[src/rtl/sseg_scan_ctrl.sv]
// Four-digit multiplexed seven-segment driver with a pending/active frame pair.
// New frames arrive through a valid/ready handshake and are swapped in only at
// the end of digit slot 3, so a displayed frame is never mixed with the next.
module sseg_scan_ctrl #(
  parameter int REFRESH_DIV = 50000,
  parameter int BLANK_CYC   = 500,
  parameter int CNT_W       = 16
) (
  input  logic        clk,
  input  logic        rst_n,
  input  logic        en,
  input  logic        load_valid,
  output logic        load_ready,
  input  logic [15:0] load_digits,
  input  logic [3:0]  load_dp,
  input  logic [3:0]  load_den,
  output logic [7:0]  sseg,
  output logic [3:0]  anode,
  output logic [1:0]  digit_idx,
  output logic        frame_done
);

  localparam logic [CNT_W-1:0] CNT_LAST  = CNT_W'(REFRESH_DIV - 1);
  localparam logic [CNT_W-1:0] CNT_BLANK = CNT_W'(BLANK_CYC);

  logic [CNT_W-1:0] cnt_reg, cnt_next;
  logic [1:0]       idx_reg, idx_next;

  logic [15:0] act_digits_reg, pend_digits_reg;
  logic [3:0]  act_dp_reg, pend_dp_reg;
  logic [3:0]  act_den_reg, pend_den_reg;
  logic        pend_full_reg;

  logic [7:0] sseg_reg, sseg_next;
  logic [3:0] anode_reg, anode_next;
  logic       frame_done_reg;

  logic       slot_end, frame_end, xfer, swap;
  logic [3:0] act_nib [4];
  logic [3:0] sel_onehot;
  logic [3:0] cur_nib;
  logic [6:0] seg7;
  logic       lit;

  // Slot/frame boundary detection and handshake qualifiers.
  always_comb begin
    slot_end  = en && (cnt_reg == CNT_LAST);
    frame_end = slot_end && (idx_reg == 2'd3);
    xfer      = load_valid && !pend_full_reg;
    // The boundary looks at pending before any same-edge capture.
    swap      = frame_end && pend_full_reg;
  end

  // Next slot counter and digit index; both freeze while en is low.
  always_comb begin
    cnt_next = cnt_reg;
    idx_next = idx_reg;
    if (slot_end) begin
      cnt_next = '0;
      idx_next = idx_reg + 2'd1;
    end else if (en) begin
      cnt_next = cnt_reg + CNT_W'(1);
    end
  end

  // Scan position registers.
  always_ff @(posedge clk) begin
    if (!rst_n) begin
      cnt_reg <= '0;
      idx_reg <= '0;
    end else begin
      cnt_reg <= cnt_next;
      idx_reg <= idx_next;
    end
  end

  // Pending buffer: emptied by a swap, filled by a handshake transfer.
  always_ff @(posedge clk) begin
    if (!rst_n) begin
      pend_full_reg   <= 1'b0;
      pend_digits_reg <= '0;
      pend_dp_reg     <= '0;
      pend_den_reg    <= '0;
    end else begin
      if (swap) pend_full_reg <= 1'b0;
      if (xfer) begin
        pend_full_reg   <= 1'b1;
        pend_digits_reg <= load_digits;
        pend_dp_reg     <= load_dp;
        pend_den_reg    <= load_den;
      end
    end
  end

  // Active frame: replaced only at a frame boundary with a full pending buffer.
  always_ff @(posedge clk) begin
    if (!rst_n) begin
      act_digits_reg <= '0;
      act_dp_reg     <= '0;
      act_den_reg    <= '0;
    end else if (swap) begin
      act_digits_reg <= pend_digits_reg;
      act_dp_reg     <= pend_dp_reg;
      act_den_reg    <= pend_den_reg;
    end
  end

  // Split the active frame into nibbles and build the anode one-hot per digit.
  for (genvar gi = 0; gi < 4; gi++) begin : g_digit
    assign act_nib[gi]    = act_digits_reg[4*gi +: 4];
    assign sel_onehot[gi] = (idx_reg == 2'(gi));
  end

  // Hex-to-segment decode of the current digit, segment order a..g.
  always_comb begin
    cur_nib = act_nib[idx_reg];
    seg7    = 7'b0000000;
    case (cur_nib)
      4'h0: seg7 = 7'b1111110;
      4'h1: seg7 = 7'b0110000;
      4'h2: seg7 = 7'b1101101;
      4'h3: seg7 = 7'b1111001;
      4'h4: seg7 = 7'b0110011;
      4'h5: seg7 = 7'b1011011;
      4'h6: seg7 = 7'b1011111;
      4'h7: seg7 = 7'b1110000;
      4'h8: seg7 = 7'b1111111;
      4'h9: seg7 = 7'b1111011;
      4'hA: seg7 = 7'b1110111;
      4'hB: seg7 = 7'b0011111;
      4'hC: seg7 = 7'b1001110;
      4'hD: seg7 = 7'b0111101;
      4'hE: seg7 = 7'b1001111;
      default: seg7 = 7'b1000111;
    endcase
  end

  // Output gating: dark while disabled, inside the blank gap, or digit disabled.
  always_comb begin
    lit        = en && (cnt_reg >= CNT_BLANK) && act_den_reg[idx_reg];
    sseg_next  = 8'h00;
    anode_next = 4'h0;
    if (lit) begin
      sseg_next  = {seg7, act_dp_reg[idx_reg]};
      anode_next = sel_onehot;
    end
  end

  // Registered outputs, so anode/segment lines switch together and glitch-free.
  always_ff @(posedge clk) begin
    if (!rst_n) begin
      sseg_reg       <= '0;
      anode_reg      <= '0;
      frame_done_reg <= 1'b0;
    end else begin
      sseg_reg       <= sseg_next;
      anode_reg      <= anode_next;
      frame_done_reg <= frame_end;
    end
  end

  assign sseg       = sseg_reg;
  assign anode      = anode_reg;
  assign digit_idx  = idx_reg;
  assign frame_done = frame_done_reg;
  assign load_ready = !pend_full_reg;

endmodule

[config.mk]
export PLATFORM = sky130hd
export DESIGN_NAME = sseg_scan_ctrl
export DESIGN_NICKNAME = d
export VERILOG_FILES = /design/src/rtl/sseg_scan_ctrl.sv
export SDC_FILE = /design/constraint.sdc
export NUM_CORES = 1
export LEC_CHECK = 0
export ABC_AREA = 1
export BUFFER_PORTS_ARGS = -buffer_cell sky130_fd_sc_hd__buf_2
export CORE_MARGIN = 5
export CORE_UTILIZATION = 25
export DETAILED_ROUTE_END_ITERATION = 10
export SYNTH_ARGS = -nofsm -noshare
export SYNTH_HDL_FRONTEND = slang
export SYNTH_SLANG_ARGS = --single-unit
[constraint.sdc]
create_clock -name clk -period 2.9 [get_ports clk]
set_input_delay 0.58 -clock clk [delete_from_list [all_inputs] [get_ports clk]]
set_output_delay 0.58 -clock clk [all_outputs]
set_load 0.03 [all_outputs]
## Word-level counts from Yosys, hierarchy flattened

Memories as Yosys holds them, arrays and structs flattened. A register that Yosys moved wholly into a read port is not among the register bits.
Index checks and enable logic that the tools add are counted.

- Input bits: 28
- Word-level logic and storage cells: 45
- ROM bits: 112
- Output and inout bits: 16
- Memories kept: 1
- Flip-flop bits (word level): 80

Memories:

| memory | depth | bits a word | rd ports | clocked after memory_dff | wr ports | RTL line | RTL |
|---|---|---|---|---|---|---|---|
| (no name shown) | 16 | 7 | 1 | 1 | 0 | 118 | `case (cur_nib)` |

- $lt $le $gt $ge: 3
- Reductions and logical operators: 12
- Add/subtract/negate cells: 2
- Mux-type cells: 9
- Equal/unequal tests: 4
- Bitwise logic cells: 2

Operators with widths:

| cell | count |
|---|---|
| 16-bit by 1-bit adder with 16-bit output, second input constant | 1 |
| 16-bit == test, second input constant | 1 |
| 16-bit by 9-bit >= comparator with 1-bit output, second input constant | 1 |
| 4-bit binary-select mux with 2-bit select | 1 |
| 4-bit 2-to-1 mux | 2 |
| 1-bit logical AND | 6 |
| 1-bit binary-select mux with 2-bit select | 2 |
| 2-bit == test, second input constant | 2 |
| 1-bit 2-to-1 mux | 4 |
| 3-bit >= comparator, second input constant | 1 |
| 2-bit by 3-bit < comparator with 1-bit output, second input constant | 1 |
| 2-bit NOT with 3-bit output | 1 |
| 2-bit by 1-bit adder with 2-bit output, second input constant | 1 |
| 2-bit by 1-bit == test with 1-bit output, second input constant | 1 |
| 1-bit zero test | 2 |
| 2-bit zero test | 1 |
| 2-bit AND reduction | 1 |
| 2-bit nonzero test | 1 |
| 2-bit OR reduction | 1 |
| 1-bit NOT | 1 |

## Logic depth before layout (Yosys ltp)

Gate-level depths: netlist (run 1).

- Depth in word-level cells: 6
- Gate-level depth with buffers: 12
- Depth with buffers taken out: 11

## Least setup slack after synthesis (run 1)

OpenSTA, ideal clock, no wires.

- Kind: flip-flop to flip-flop
- Start point: register idx_reg[0], in the netlist digit_idx[0]
- End point: register sseg_reg[4], in the netlist sseg[4]
- Period minus slack after synthesis: 2028 ps
- Path slack: 872 ps
- Data required time: 2787 ps
- Buffers on the path: 2
- Stages on the path, launching flop included: 11
- Setup time: 113 ps
- Arrival time: 1916 ps
- Cells stage by stage: dfxtp_1 buf_4 buf_2 nand2_1 a32oi_1 inv_1 ha_1 nand2_1 nand2_1 nor2_1 nor2_1

- Word-level cells in the longest chain between the ends: 5
- Elaborated cells on any way between the ends: 9
- Classes of those cells: 5 x mux; 1 x bitwise; 3 x reduce/logical

Ends and longest elaborated chain:

| what | RTL line | RTL |
|---|---|---|
| start, declared | 27 | `logic [1:0] idx_reg, idx_next;` |
| start signal, assigned | 73 | `idx_reg <= idx_next;` |
| 1-bit binary-select mux with 2-bit select | 140 | `lit = en && (cnt_reg >= CNT_BLANK) && act_den_reg[idx_reg];` |
| 1-bit 2-to-1 mux (implied by the code) | 140 |  |
| 1-bit logical AND | 140 |  |
| 2-bit AND reduction (no line) | -- |  |
| 1-bit zero test (no line) | -- |  |
| end, declared | 34 | `logic [7:0] sseg_reg, sseg_next;` |

Several ways; a longest one is shown, not always the timed one. The select of a mux whose other input is x is not followed.
A chain may end at the register's enable or synchronous reset.

## Worst setup path after layout (run 1)

Same ends and word-level chain as after synthesis.

==> metrics.yaml, run 1 <==
route:
  dr.first_iter.drc_count: 170
  via_per_inst: 4.00
  num_vias: 2995
  drc: 0
  wl_per_cell_um: 10.6
  route.antenna.remaining_nets: 0
  dr.pass1.iters: 4
  wirelength_um: 7910
logic_synthesis:
  syn_area_um2: 3670
  synth_cells: 523
  syn_nets: 564
  synth_seq_cells: 80
  ys.warnings.count: 0
  syn_avg_cell_area_um2: 7.03
  synth.distinct_cells: 29
  ys_seq_area_frac: 0.436
job:
  drv_cap: 0
worst_setup_path:
  cp-start-kind: "register"
  cp-end-kind: "register"
  critPathKind: "reg -> reg"
  cp_max_fo: 19
  worstPathArrival_ns: 2.23
  worstPathRequired_ns: 3.12
global_routing:
  grt.busiest_layer: "met1"
  grt_util_met3: 0.0275
  antenna_found_initial: 0
  grt_pass1_wl_um: 13700
  use_met1: 0.137
  overflow: 0
  grt_max_degree: 49
  grt_pass1_vias: 2809
  grt_util_met2: 0.135
  track_usage: 0.0948
final_layout:
  diodes: 0
  nets: 600
  multi_input_area_um2: 1730
  num-fill-cells: 1606
  syn_to_final_growth_pct: 18.6
  fin_area_um2: 4360
  post-route-util: 0.301
  seqCellArea_um2: 1600
  drive_gt1_frac: 0.176
floorplan:
  rows: 44
  die_h_um: 131
  core_um2: 14500
  initial_core_util: 0.254
  fp.dieW_um: 131
  io_pins: 44
  die_area_um2: 17200
power_and_ir_drop:
  p_switching_uw: 510
  power_frac_clock: 0.497
  switching_share: 0.206
  p_leak_nw: 2.01
  p_seq_frac: 0.463
  internal-power_mw: 1.97
  combPwrFrac: 0.040
  power_density_nw_per_um2: 569
  peakVddDrop_mv: 0.318
min_path:
  hold_class: "reg -> reg"
clock_network:
  cts_sinks: 80
  clockBufferDepth: 2
  cts_resized: 0
  numCtsBuffers: 9
  cts.clk_slew.worst_paths_ns: 0.06
  h-tree-depth: 3
  holdBufCountCts: 0
  cts_tree: "done"
  cts_setup_buffers: 0
  clkLatencyLatePin_ns: 0.33
  cts_root_buf: "clkbuf_16"
sta:
  worst_pin_slew_ns: 0.747
  fmax_mhz: 498
  rsz0062_at_grt: "false"
  clock_skew_ns: 0.00683
  finalCritPeriodShare: 0.693
  min_period_ns: 2.01
  slew_headroom: 0.502
  finalHoldViolCount: 0
  final_max_slew_viol_count: 0
  tns_ns: 0
  final-setup-viol-count: 0
  timing.hold.ws_ns: 0.488
placed_design:
  place_congestion: 0.825
  placed_area_um2: 4020
  dp_hpwl_um: 5660
  port_buffers: 43
outcome:
  outcome: "finished, final reports clean"
power groups by stage:
stage	Sequential, mW	Combinational, mW	Clock (mW)
floorplan	1.17	0.0672	0
global placement	1.17	0.0997	0
detailed placement	1.17	0.101	0
CTS	1.15	0.101	1.28
global route	1.15	0.116	1.31
finish	1.15	0.0991	1.23
critical path: stages (launching register included):
cell	delay, ns
dfxtp_1	0.68
nand2_1	0.10
a32oi_1	0.38
inv_1	0.16
ha_1	0.30
nand2_1	0.07
nand2_1	0.06
nor2_1	0.09
nor2_1	0.05
through the flow:
step | worst slack [ns] | std cells | power, mW
floorplan | 0.872 | 523 | 1.24
global placement | 0.902 | 732 | 1.27
finish | 0.891 | 748 | 2.48
detailed placement | 0.893 | 732 | 1.27
global route | 0.639 | 748 | 2.58
CTS | 0.870 | 748 | 2.52
cells by family (layout without fill, tap and decap cells):
kind of cell    after synthesis  in the layout  share of synthesized area
simple gates                286            286                      0.332
flops                        80             80                      0.436
buf+inv                      79            120                     0.0926
compound gates               61             61                     0.0858
fa+ha+maj                    13             13                     0.0443
xor+xnor                      4              4                    0.00953
final timing paths:
check / start / end / slack [ns] / cells past startpoint
worst max-delay path: digit_idx[0] / sseg[4] / 0.89 / 8
worst max register to register: digit_idx[0] / sseg[4] / 0.89 / 8
worst min register to register: pend_digits_reg[14] / act_digits_reg[14] / 0.49 / 2
worst min-delay path: pend_digits_reg[14] / act_digits_reg[14] / 0.49 / 2
cells in the mapped netlist, drive strengths merged:
master  number  area share
a31oi        3      0.0051
buf         13       0.025
dfxtp       80        0.44
nand3       20       0.030
clkbuf       9      0.0092
o21ai       38       0.052
nor3         6      0.0095
nand4        3      0.0068
nand2b       1      0.0017
nor3b        1      0.0020
inv         57       0.058
ha          13       0.044
xor2         4      0.0095
nor2       151        0.17
nand2      101        0.11
a32oi        1      0.0024
o211ai       1      0.0020
a21oi       18       0.025
nand3b       3      0.0061
area by class of cell:
cell class,instances,share of cell area
Tap cell,184,0.0528
Sequential cell,80,0.368
Clock inverter,4,0.0175
Clock buffer,12,0.0589
Timing Repair Buffer,47,0.0563
Multi-Input combinational cell,364,0.398
Inverter,57,0.0491
routing by layer:
layer  vias up  wire length (um)
met2        58              3200
met5         -                 0
met1      1245              4330
li1       1685                 -
met4         0                75
met3         7               297
layout by cell type (no fill, tap or decap), drive strengths merged:
cell,instances
nor2,151
nand2,101
dfxtp,80
inv,57
buf,47
o21ai,38
nand3,20
a21oi,18
ha,13
clkbuf,12
nor3,6
xor2,4
a31oi,3
nand3b,3
nand4,3
bufinv,2
a32oi,1
o211ai,1
nand2b,1
nor3b,1
clkinvlp,1
clkinv,1
Note: power is estimated with default switching activity, not from simulation.
==> inputs of run 2 (changes only) <==
- clock period: 2.9 -> 1.75 ns (I/O delays scaled with it)
==> run 2 against run 1 <==
Net effect: register-to-register slack got worse by 0.76 ns; total power increased by 57%; fmax grew 24%; utilization increased by 0.60 points; highest routed layer unchanged; clock-buffer cell count is 3 lower; clock skew grew 0.00056 ns.
==> metrics.yaml, run 2 (synthesis gave the netlist of run 1 again) <==
final_layout:
  multi_input_area_um2: 1750  # +1.1%
  num-fill-cells: 1575  # -1.9%
  syn_to_final_growth_pct: 20.9
  post-route-util: 0.307  # +0.00596
  diodes: 0  # unchanged
  seqCellArea_um2: 1610  # +0.47%
  drive_gt1_frac: 0.203  # +0.0276
  final_common_cell: "nor2_1"
  mostFrequentLayoutCells: "nor2_1 (127), nand2_1 (98), dfxtp_1 (78), inv_1 (49), buf_2 (43)"
  nets: 612  # +2.0%
clock_network:
  holdBufCountCts: 0  # unchanged
  cts_tree: "done"
  numCtsBuffers: 9  # unchanged
  cts.clk_slew.worst_paths_ns: 0.07  # about the same
  cts_root_buf: "clkbuf_16"
  clockBufferDepth: 2  # unchanged
  h-tree-depth: 3  # unchanged
  cts_sinks: 80  # unchanged
  clkLatencyLatePin_ns: 0.34  # about the same
power_and_ir_drop:
  p_leak_nw: 2.07  # +2.6%
  p_total_mw: 3.89  # +57%
  peakVddDrop_mv: 0.519  # +63%
  power_density_nw_per_um2: 875  # +54%
sta:
  final_max_slew_viol_count: 0  # unchanged
  slew_headroom: 0.503  # +0.000783
  min_period_ns: 1.62  # -0.387 ns
  setup_slack_ns: 0.128  # -0.763 ns
  finalCritPeriodShare: 0.927  # +0.234
  fmax_mhz: 617  # +24%
  worst_pin_slew_ns: 0.745  # -0.00117 ns
  clock_skew_ns: 0.00739  # +0.000556 ns
  final-setup-viol-count: 0  # unchanged
  finalHoldViolCount: 0  # unchanged
  rsz0062_at_grt: "true"
worst_setup_path:
  cp-start-kind: "register"
  worstPathRequired_ns: 2.00  # -1.12 ns
  critPathKind: "reg -> reg"
  cp_max_fo: 14  # -5
  startpoint: "digit_idx[0]"
  cp-end-kind: "register"
  worstPathArrival_ns: 1.87  # -0.36 ns
  r2r-start: "digit_idx[0]"
placed_design:
  post-place-ws_ns: 0.136  # -0.757 ns
  dp_hpwl_um: 5930  # +4.7%
  place_congestion: 0.806  # -2.3%
  port_buffers: 43  # unchanged
global_routing:
  use_met1: 0.144  # +0.00692
  antenna_found_initial: 0  # unchanged
  grt_util_met3: 0.0302  # +0.00268
  grt_max_degree: 49  # unchanged
  grt_util_met2: 0.146  # +0.0102
  overflow: 0  # unchanged
  grt.busiest_layer: "met2"
  track_usage: 0.100  # +0.00517
  grt_pass1_wl_um: 14400  # +5.2%
  grt_pass1_vias: 2971  # +5.8%
route:
  route.antenna.remaining_nets: 0  # unchanged
  wl_per_cell_um: 10.9  # +3.2%
  drc: 0  # unchanged
  dr.pass1.iters: 4  # unchanged
  via_per_inst: 4.05  # +1.1%
  wirelength_um: 8290  # +4.8%
  num_vias: 3076  # +2.7%
  dr.first_iter.drc_count: 142  # -16%
floorplan:
  io_pins: 44  # unchanged
  fp.dieW_um: 131  # unchanged
  die_h_um: 131  # unchanged
  die_area_um2: 17200  # unchanged
  initial_core_util: 0.254  # unchanged
  rows: 44  # unchanged
  core_um2: 14500  # unchanged
job:
  drv_cap: 0  # unchanged
min_path:
  hold_class: "in -> reg"
  worstHoldStart: "load_digits[0]"
outcome:
  outcome: "finished, final reports clean"
-- run 2: changes by cell type in the layout (fill, tap and decap cells not counted), moves of 2 or more --
cell,previous run,this run
inv_1,51,49
clkbuf_8,2,0
inv_8,0,2
inv_6,0,2
buf_4,4,15
bufinv_16,2,0
dfxtp_1,80,78
dfxtp_4,0,2
-- run 2: timing repair --
action | in CTS | in global routing
endpoints found under the setup margin | 0 | 5
hold endpoints to repair | 0 | 0
buffers inserted | 0 | 5
resized for setup | 0 | 3
-- run 2: cell type report --
| cell class | instances | share of cell area |
|---|---|---|
| sequential | 80 | 0.362 |
| timing repair buffer | 59 | 0.0783 |
| tap | 184 | 0.0518 |
| clock inverter | 7 | 0.0141 |
| multi-input combinational | 364 | 0.394 |
| clock buffer | 9 | 0.0507 |
| inverter | 57 | 0.0487 |
-- run 2: final timing paths --
check | end | depth (start not counted) | slack [ns]
max | sseg[6] | 8 | 0.13
min reg2reg | pend_digits_reg[15] | 2 | 0.49
max reg2reg | sseg[6] | 8 | 0.13
min | pend_digits_reg[0] | 3 | 0.26
-- run 2: metrics by stage --
stage / hold WS (ns) / cells / area, um2 / setup TNS, ns
after global placement: 0.470 / 739 / 4100 / 0
after floorplan: 0.452 / 523 / 3690 / -0.00597
after detailed placement: 0.473 / 739 / 4100 / 0
final: 0.256 / 760 / 4440 / 0
after CTS: 0.249 / 755 / 4390 / 0
after global routing: 0.266 / 760 / 4440 / -0.0282
-- run 2: layer usage --
metal / share of wire / routed length, um / vias up
li1: - / - / 1712
met1: 0.54 / 4460 / 1297
met2: 0.41 / 3420 / 65
met3: 0.045 / 373 / 2
met4: 0.0043 / 36 / 0
met5: 0 / 0 / -
-- run 2: power breakdown --
group | switching, mW | leakage [nW] | internal, mW
registers | 0.0355 | 0.652 | 1.87
logic | 0.103 | 1.27 | 0.0687
clock network | 0.819 | 0.144 | 0.993
total | 0.957 | 2.07 | 2.93
-- run 2: worst max-delay path: stages (launching register included) --
cell and delay, ns:
dfxtp_4 0.43, a21oi_1 0.08, o21ai_0 0.09, nand2_1 0.18
buf_4 0.18, ha_1 0.28, nand2_1 0.07, nand2_1 0.06
a21oi_1 0.18
